$ cat config.mk
export PLATFORM = sky130hd
export DESIGN_NAME = spi_slave_rx
export DESIGN_NICKNAME = d
export VERILOG_FILES = /design/src/rtl/spi_slave_rx.sv
export SDC_FILE = /design/constraint.sdc
export NUM_CORES = 1
export LEC_CHECK = 0
export CAP_MARGIN = 10
export CORE_MARGIN = 2
export CORE_UTILIZATION = 58
export DETAILED_ROUTE_END_ITERATION = 16
export GPL_ROUTABILITY_DRIVEN = 0
export PLACE_DENSITY_LB_ADDON = 0.3
export SLEW_MARGIN = 20
export SYNTH_ARGS = -nofsm -noshare
export SYNTH_HDL_FRONTEND = slang
export SYNTH_SLANG_ARGS = --single-unit
$ cat constraint.sdc
create_clock -name clk -period 4.4 [get_ports clk]
set_clock_uncertainty 0.05 [all_clocks]
set_input_delay 1.1 -clock clk [delete_from_list [all_inputs] [get_ports clk]]
set_output_delay 1.1 -clock clk [all_outputs]
set_load 0.02 [all_outputs]
$ cat src/rtl/spi_slave_rx.sv
// Receive-side SPI endpoint: synchronizes sclk/cs/mosi into the system clock domain,
// reassembles CS-framed words and hands them off through a single-word valid/ready buffer.

module spi_slave_rx #(
    parameter int DATA_WIDTH = 12,
    parameter bit LSB_FIRST  = 1'b1
) (
    input  logic                  clk,
    input  logic                  rst,
    input  logic                  sclk,
    input  logic                  cs,
    input  logic                  mosi,
    output logic [DATA_WIDTH-1:0] dout,
    output logic                  dout_valid,
    input  logic                  dout_ready,
    output logic                  busy,
    output logic                  frame_err,
    output logic                  overrun
);

    localparam int CNT_W = $clog2(DATA_WIDTH + 1);
    localparam logic [CNT_W-1:0] LAST_BIT = CNT_W'(DATA_WIDTH - 1);

    typedef enum logic [1:0] {
        IDLE,
        SETUP,
        SHIFT,
        DONE
    } state_t;

    state_t state;
    state_t next_state;

    // Index 0/1 are the synchronizer stages, index 2 is the history flop for edge detection.
    logic [2:0] sclk_pipe;
    logic [2:0] cs_pipe;
    logic [2:0] mosi_pipe;

    logic [1:0] fill_cnt;
    logic       armed;

    logic sclk_fall;
    logic cs_fall;
    logic cs_rise;
    logic mosi_bit;

    logic [CNT_W-1:0]      bit_cnt;
    logic [CNT_W-1:0]      bit_idx;
    logic [DATA_WIDTH-1:0] shift_reg;
    logic [DATA_WIDTH-1:0] shift_next;

    logic capture;
    logic complete;
    logic abort;
    logic clear_cnt;
    logic word_done;

    always_ff @(posedge clk) begin
        if (rst) begin
            sclk_pipe <= 3'b000;
            cs_pipe   <= 3'b111;
            mosi_pipe <= 3'b000;
        end else begin
            sclk_pipe <= {sclk_pipe[1:0], sclk};
            cs_pipe   <= {cs_pipe[1:0], cs};
            mosi_pipe <= {mosi_pipe[1:0], mosi};
        end
    end

    // Only accept a cs fall once cs has been seen high with the pipeline holding real pin
    // values, so a frame already in progress at reset release is skipped.
    always_ff @(posedge clk) begin
        if (rst) begin
            fill_cnt <= 2'd0;
            armed    <= 1'b0;
        end else begin
            if (fill_cnt != 2'd3) begin
                fill_cnt <= fill_cnt + 2'd1;
            end
            if (fill_cnt == 2'd3 && cs_pipe[1]) begin
                armed <= 1'b1;
            end
        end
    end

    assign sclk_fall = sclk_pipe[2] & ~sclk_pipe[1];
    assign cs_fall   = armed & cs_pipe[2] & ~cs_pipe[1];
    assign cs_rise   = ~cs_pipe[2] & cs_pipe[1];
    assign mosi_bit  = mosi_pipe[1];

    always_ff @(posedge clk) begin
        if (rst) begin
            state <= IDLE;
        end else begin
            state <= next_state;
        end
    end

    always_comb begin
        next_state = state;
        case (state)
            IDLE: begin
                if (cs_fall) begin
                    next_state = SETUP;
                end
            end
            SETUP: begin
                if (cs_rise) begin
                    next_state = IDLE;
                end else if (sclk_fall) begin
                    next_state = SHIFT;
                end
            end
            SHIFT: begin
                if (cs_rise) begin
                    next_state = IDLE;
                end else if (sclk_fall && bit_cnt == LAST_BIT) begin
                    next_state = DONE;
                end
            end
            DONE: begin
                if (cs_rise) begin
                    next_state = IDLE;
                end
            end
            default: next_state = IDLE;
        endcase
    end

    // A cs rise coinciding with an sclk fall wins: the bit is not captured.
    always_comb begin
        capture   = (state == SHIFT) && sclk_fall && !cs_rise;
        complete  = capture && (bit_cnt == LAST_BIT);
        abort     = ((state == SETUP) || (state == SHIFT)) && cs_rise;
        clear_cnt = (state == IDLE) && cs_fall;
        busy      = (state != IDLE);
    end

    always_comb begin
        if (LSB_FIRST) begin
            bit_idx = bit_cnt;
        end else begin
            bit_idx = LAST_BIT - bit_cnt;
        end
        shift_next = shift_reg;
        for (int i = 0; i < DATA_WIDTH; i++) begin
            if (bit_idx == CNT_W'(i)) begin
                shift_next[i] = mosi_bit;
            end
        end
    end

    always_ff @(posedge clk) begin
        if (rst) begin
            bit_cnt   <= '0;
            shift_reg <= '0;
        end else if (clear_cnt) begin
            bit_cnt <= '0;
        end else if (capture) begin
            bit_cnt   <= bit_cnt + CNT_W'(1);
            shift_reg <= shift_next;
        end
    end

    always_ff @(posedge clk) begin
        if (rst) begin
            word_done <= 1'b0;
            frame_err <= 1'b0;
        end else begin
            word_done <= complete;
            frame_err <= abort;
        end
    end

    // Single-word buffer: a new word replaces the old one only if the old one is
    // empty or being consumed in the same cycle; otherwise the new word is dropped.
    always_ff @(posedge clk) begin
        if (rst) begin
            dout       <= '0;
            dout_valid <= 1'b0;
            overrun    <= 1'b0;
        end else begin
            overrun <= 1'b0;
            if (word_done) begin
                if (!dout_valid || dout_ready) begin
                    dout       <= shift_reg;
                    dout_valid <= 1'b1;
                end else begin
                    overrun <= 1'b1;
                end
            end else if (dout_valid && dout_ready) begin
                dout_valid <= 1'b0;
            end
        end
    end

endmodule

### Word level (Yosys, flattened, before mapping)

Index checks and enable logic that the tools add are counted.

| storage, ports and cells | value |
|---|---|
| bits of input ports | 6 |
| register bits | 45 |
| word-level logic and storage cells | 100 |
| output and inout bits | 16 |

| cells by class | value |
|---|---|
| muxes and demuxes | 11 |
| eq/ne operators | 21 |
| bitwise operators | 9 |
| $add $sub $neg | 2 |
| reduce and logical (&&, ||, !) cells | 33 |

Operators by type and width:

| operator | count |
|---|---|
| AND reduction 3 bit | 12 |
| == test 4 x 3 -> 1 bit (second input constant) | 4 |
| == test 4 bit (second input constant) | 4 |
| two-way mux 2 bit | 6 |
| == test 4 x 2 -> 1 bit (second input constant) | 2 |
| logical AND 1 bit | 8 |
| case mux 2 bit (4 select lines) | 1 |
| == test 2 bit (second input constant) | 3 |
| inequality test 2 bit (second input constant) | 3 |
| inequality test 3 bit (second input constant) | 2 |
| NOT 1 bit | 5 |
| adder 4 x 1 -> 4 bit (second input constant) | 1 |
| bitwise AND 1 bit | 4 |
| == test 4 x 1 -> 1 bit (second input constant) | 1 |
| logical NOT 4 bit | 1 |
| two-way mux 1 bit | 4 |
| AND reduction 2 bit | 2 |
| AND reduction 4 bit | 1 |
| nonzero test 2 bit | 2 |
| OR reduction 2 bit | 2 |
| adder 2 x 1 -> 2 bit (second input constant) | 1 |
| == test 2 x 1 -> 1 bit (second input constant) | 1 |
| logical NOT 1 bit | 2 |
| logical NOT 2 bit | 1 |
| other kinds (2) | 3 |

### Logic depth before layout (Yosys ltp)

| depth | value |
|---|---|
| depth after elaboration | 6 |
| depth in mapped cells | 7 |
| gate-level depth less buffers | 6 |

### Worst setup path before layout

OpenSTA, ideal clock, no wires.

| timing path | value |
|---|---|
| path kind | input port to flip-flop |
| start | input port dout_ready |
| end | register dout[2] |
| required time | 4.222 ns |
| data arrival time | 1.867 ns |
| path buffers | 1 |
| setup time | 0.128 ns |
| cell stages on the path | 4 |
| path slack | 2.355 ns |
| path through | o21ai_1 buf_2 mux2i_1 nor2_1 |

| between the ends | value |
|---|---|
| longest elaborated chain between the ends | 2 |

RTL lines:

| what | line | text |
|---|---|---|
| start: declaration | 15 | `input logic dout_ready,` |
| logical OR 1 bit | 185 | `if (!dout_valid \|\| dout_ready) begin` |
| AND reduction 2 bit (no line) | - |  |
| end signal: assignment | 186 | `dout <= shift_reg;` |
| end: declaration | 13 | `output logic [DATA_WIDTH-1:0] dout,` |

Every way passes these cells.
A chain may end at the register's enable or synchronous reset.

### Worst setup path after layout

| timing path | value |
|---|---|
| start | register state[0] |
| end | output port busy |

| between the ends | value |
|---|---|
| longest elaborated chain between the ends | 1 |

RTL lines:

| what | line | text |
|---|---|---|
| start: declaration | 31 | `state_t state;` |
| start signal: assignment | 95 | `state <= next_state;` |
| nonzero test 2 bit | 136 | `busy = (state != IDLE);` |
| end: declaration | 16 | `output logic busy,` |

Every way passes these cells.

==> summary.md <==
| Metric | Value |
|---|---|
| Startpoint types | `flop` |
| First-pass GRT wire length | `5.35 mm` |
| Final Critical Period | `2.88 ns` |
| Post-synthesis sequential area ratio | `0.482` |
| Sink Count | `45` |
| Gr busiest metal | `met2` |
| Via density | `5.18` |
| Ys Warns | `0` |
| Clk_lat worst skew | `0.35 ns` |
| Pwr Density | `324 nW/um^2` |
| Compound-cell area share of the yosys netlist | `0.0294` |
| GRT overflow | `0` |
| Core area | `3050 um^2` |
| M1 GR Usage | `0.230` |
| Final std cells w/o fill | `252` |
| Die ar. | `3700 um^2` |
| TritonCTS Buffers | `5` |
| Max Cap Viol | `0` |
| Synth cell types | `33` |
| # rows | `20` |
| IO Pins | `22` |
| Layout Nets | `222` |
| Most frequent cells in the layout | `dfxtp_1 (45), mux2i_1 (26), nor2_1 (23), clkdlybuf4s50_1 (21), nand2b_1 (15)` |
| Period utilisation layout | `0.654` |
| Critical Path End Type | `primary output` |
| Initial antenna violation count | `0` |
| Data required, critical path | `3.25 ns` |
| Clock Path Buffers | `2` |
| Critical path type | `reg -> out` |
| Xor/xnor share of the synthesized area | `0.0187` |
| DRC | `0` |
| Worst slew pin tran | `0.691 ns` |
| Drt first pass iters | `4` |
| Worst VDD drop | `0.234 mV` |
| FF-to-FF setup slack | `2.46 ns` |
| CTS Hold Bufs | `0` |
| Reg clk slew, reported paths | `0.12 ns` |
| Worst-path fanout max | `5` |
| CP arrival | `1.73 ns` |
| RSZ-0062 raised after global routing | `no` |
| Commonest non-fill, non-tap cell in the layout | `dfxtp_1` |
| Post-synthesis register bit count | `45` |
| Setup TNS | `0 ns` |
| Placed insts | `244` |
| H-Tree Depth | `2` |
| Worst hold path type | `reg -> reg` |
| Initial DRC count | `34` |
| Fraction of the mapped netlist area in adder cells | `0.0602` |
| Outcome | `complete, no violations` |
| Grt met3 use | `0.0682` |
| Syn_nets | `199` |
| Pin count of the biggest net entering global routing | `24` |
| Combinational family with the most area after synthesis | `simple AND/OR/NAND/NOR gates` |
| # fillers | `262` |
| Remaining antenna violation count | `0` |
| Top area cells in the synthesized netlist | `dfxtp_1 (48%), mux2i_1 (14%), ha_1 (6.0%), nand2b_1 (5.0%), nor2_1 (4.6%)` |
| Cts repair resizes | `0` |
| Postcts setup bufs | `0` |
| DPL Wire Length | `2.26 mm` |
| Gr usage total | `0.197` |
| Post-Syn Area | `1870 um^2` |
| Synth-to-Final Area Change | `16.1%` |
| PortBufs | `21` |
| Starting Density | `0.613` |
| Vias in the first global route | `1236` |
| Final Hold Vio Count | `0` |
| Leak | `0.954 nW` |
| Post-Synth Simple-Gate Area | `0.238` |
| # setup viols final | `0` |
| TritonCTS clock tree | `done` |
| Fmax | `348 MHz` |
| CTS root buffer | `clkbuf_4` |
| Worst slew margin | `0.538` |
| Met2 Usage GRT | `0.332` |
| Die W | `60.8 um` |
| WL per Instance | `12.3 um` |
| Die H | `60.8 um` |
| Leading area contributor after synthesis | `dfxtp_1` |
| Gate Count Post-Synth | `184` |
| Inserted Diodes | `0` |
| Synth Area per Inst | `10.2 um^2` |
| Mux contribution to synthesized area | `0.139` |
| Layout cell share with drive strength beyond 1 | `0.0817` |
| Final wirelength | `3.11 mm` |
| Synth top area share | `0.482` |
| Fin. max-slew vios | `0` |
| DR vias | `1305` |
metrics by stage:
stage               worst slack (ns)  hold slack [ns]  area [um^2]  total power [mW]  utilization
floorplan                       2.36            0.339         1870             0.497            -
global placement                1.64            0.344         2120             0.519        0.693
detailed placement              1.56            0.359         2120             0.524        0.693
CTS                             1.50            0.389         2170             0.711        0.711
global route                    1.44            0.423         2170             0.743        0.711
finish                          1.52            0.384         2170             0.704        0.711
report_power, final:
part	switching, mW	total, mW	internal [mW]
Combinational	0.0459	0.0863	0.0404
Sequential	0.00845	0.429	0.420
Clock	0.129	0.189	0.0604
worst paths after layout:
kind,from,end,depth (start not counted)
setup / recovery,state[0],busy,4
setup reg to reg,state[0],shift_reg[9],6
hold reg to reg,cs_pipe[0],cs_pipe[1],1
hold / removal,cs_pipe[0],cs_pipe[1],1
synth_stat cells:
master / n
and3_1: 1
buf_6: 1
dfxtp_1: 45
buf_1: 1
and4b_4: 1
and2b_4: 1
mux2i_1: 26
nand4_1: 2
nand2b_1: 15
nand3b_1: 2
inv_1: 7
nand2_1: 1
o221ai_1: 1
a21oi_1: 3
xnor2_1: 1
or2b_1: 1
o211ai_1: 1
ha_1: 9
nor4b_1: 1
buf_2: 1
clkbuf_1: 4
nor2b_1: 8
nor2_1: 23
or2_2: 4
a221oi_1: 1
nor3_1: 2
nor4_1: 1
nor3b_1: 1
nor4b_4: 1
xor2_1: 3
nand3_1: 13
a32o_1: 1
o21ai_1: 1
cells by family (layout without fill, tap and decap cells):
group / count (synthesis) / after routing
adder cells (fa/ha/maj): 9 / 9
XOR/XNOR: 4 / 4
flip-flops: 45 / 45
AND/OR/NAND/NOR: 78 / 78
buffers and inverters: 14 / 38
AO/OA/AOI/OAI: 8 / 8
multiplexers: 26 / 26
worst max-delay path, stage by stage, from the launching register on:
cell and delay (ns):
dfxtp_1 0.38, inv_1 0.09, ha_1 0.26, inv_1 0.07
clkdlybuf4s50_1 0.59
layer usage:
layer / up-vias / wire [um]
li1: 668 / -
met1: 609 / 1360
met2: 24 / 1580
met3: 4 / 133
met4: 0 / 27
met5: - / 0
layout make-up:
cell class                      count  area [um^2]  area share
Clock buffer                        5         37.5      0.0173
Tap cell                           44         55.1      0.0254
Multi-Input combinational cell    125          908       0.418
Inverter                            7         26.3      0.0121
Clock inverter                      3         17.5     0.00807
Sequential cell                    45          901       0.415
Timing Repair Buffer               23          225       0.104
No activity file was read; power rests on OpenSTA's default activity.
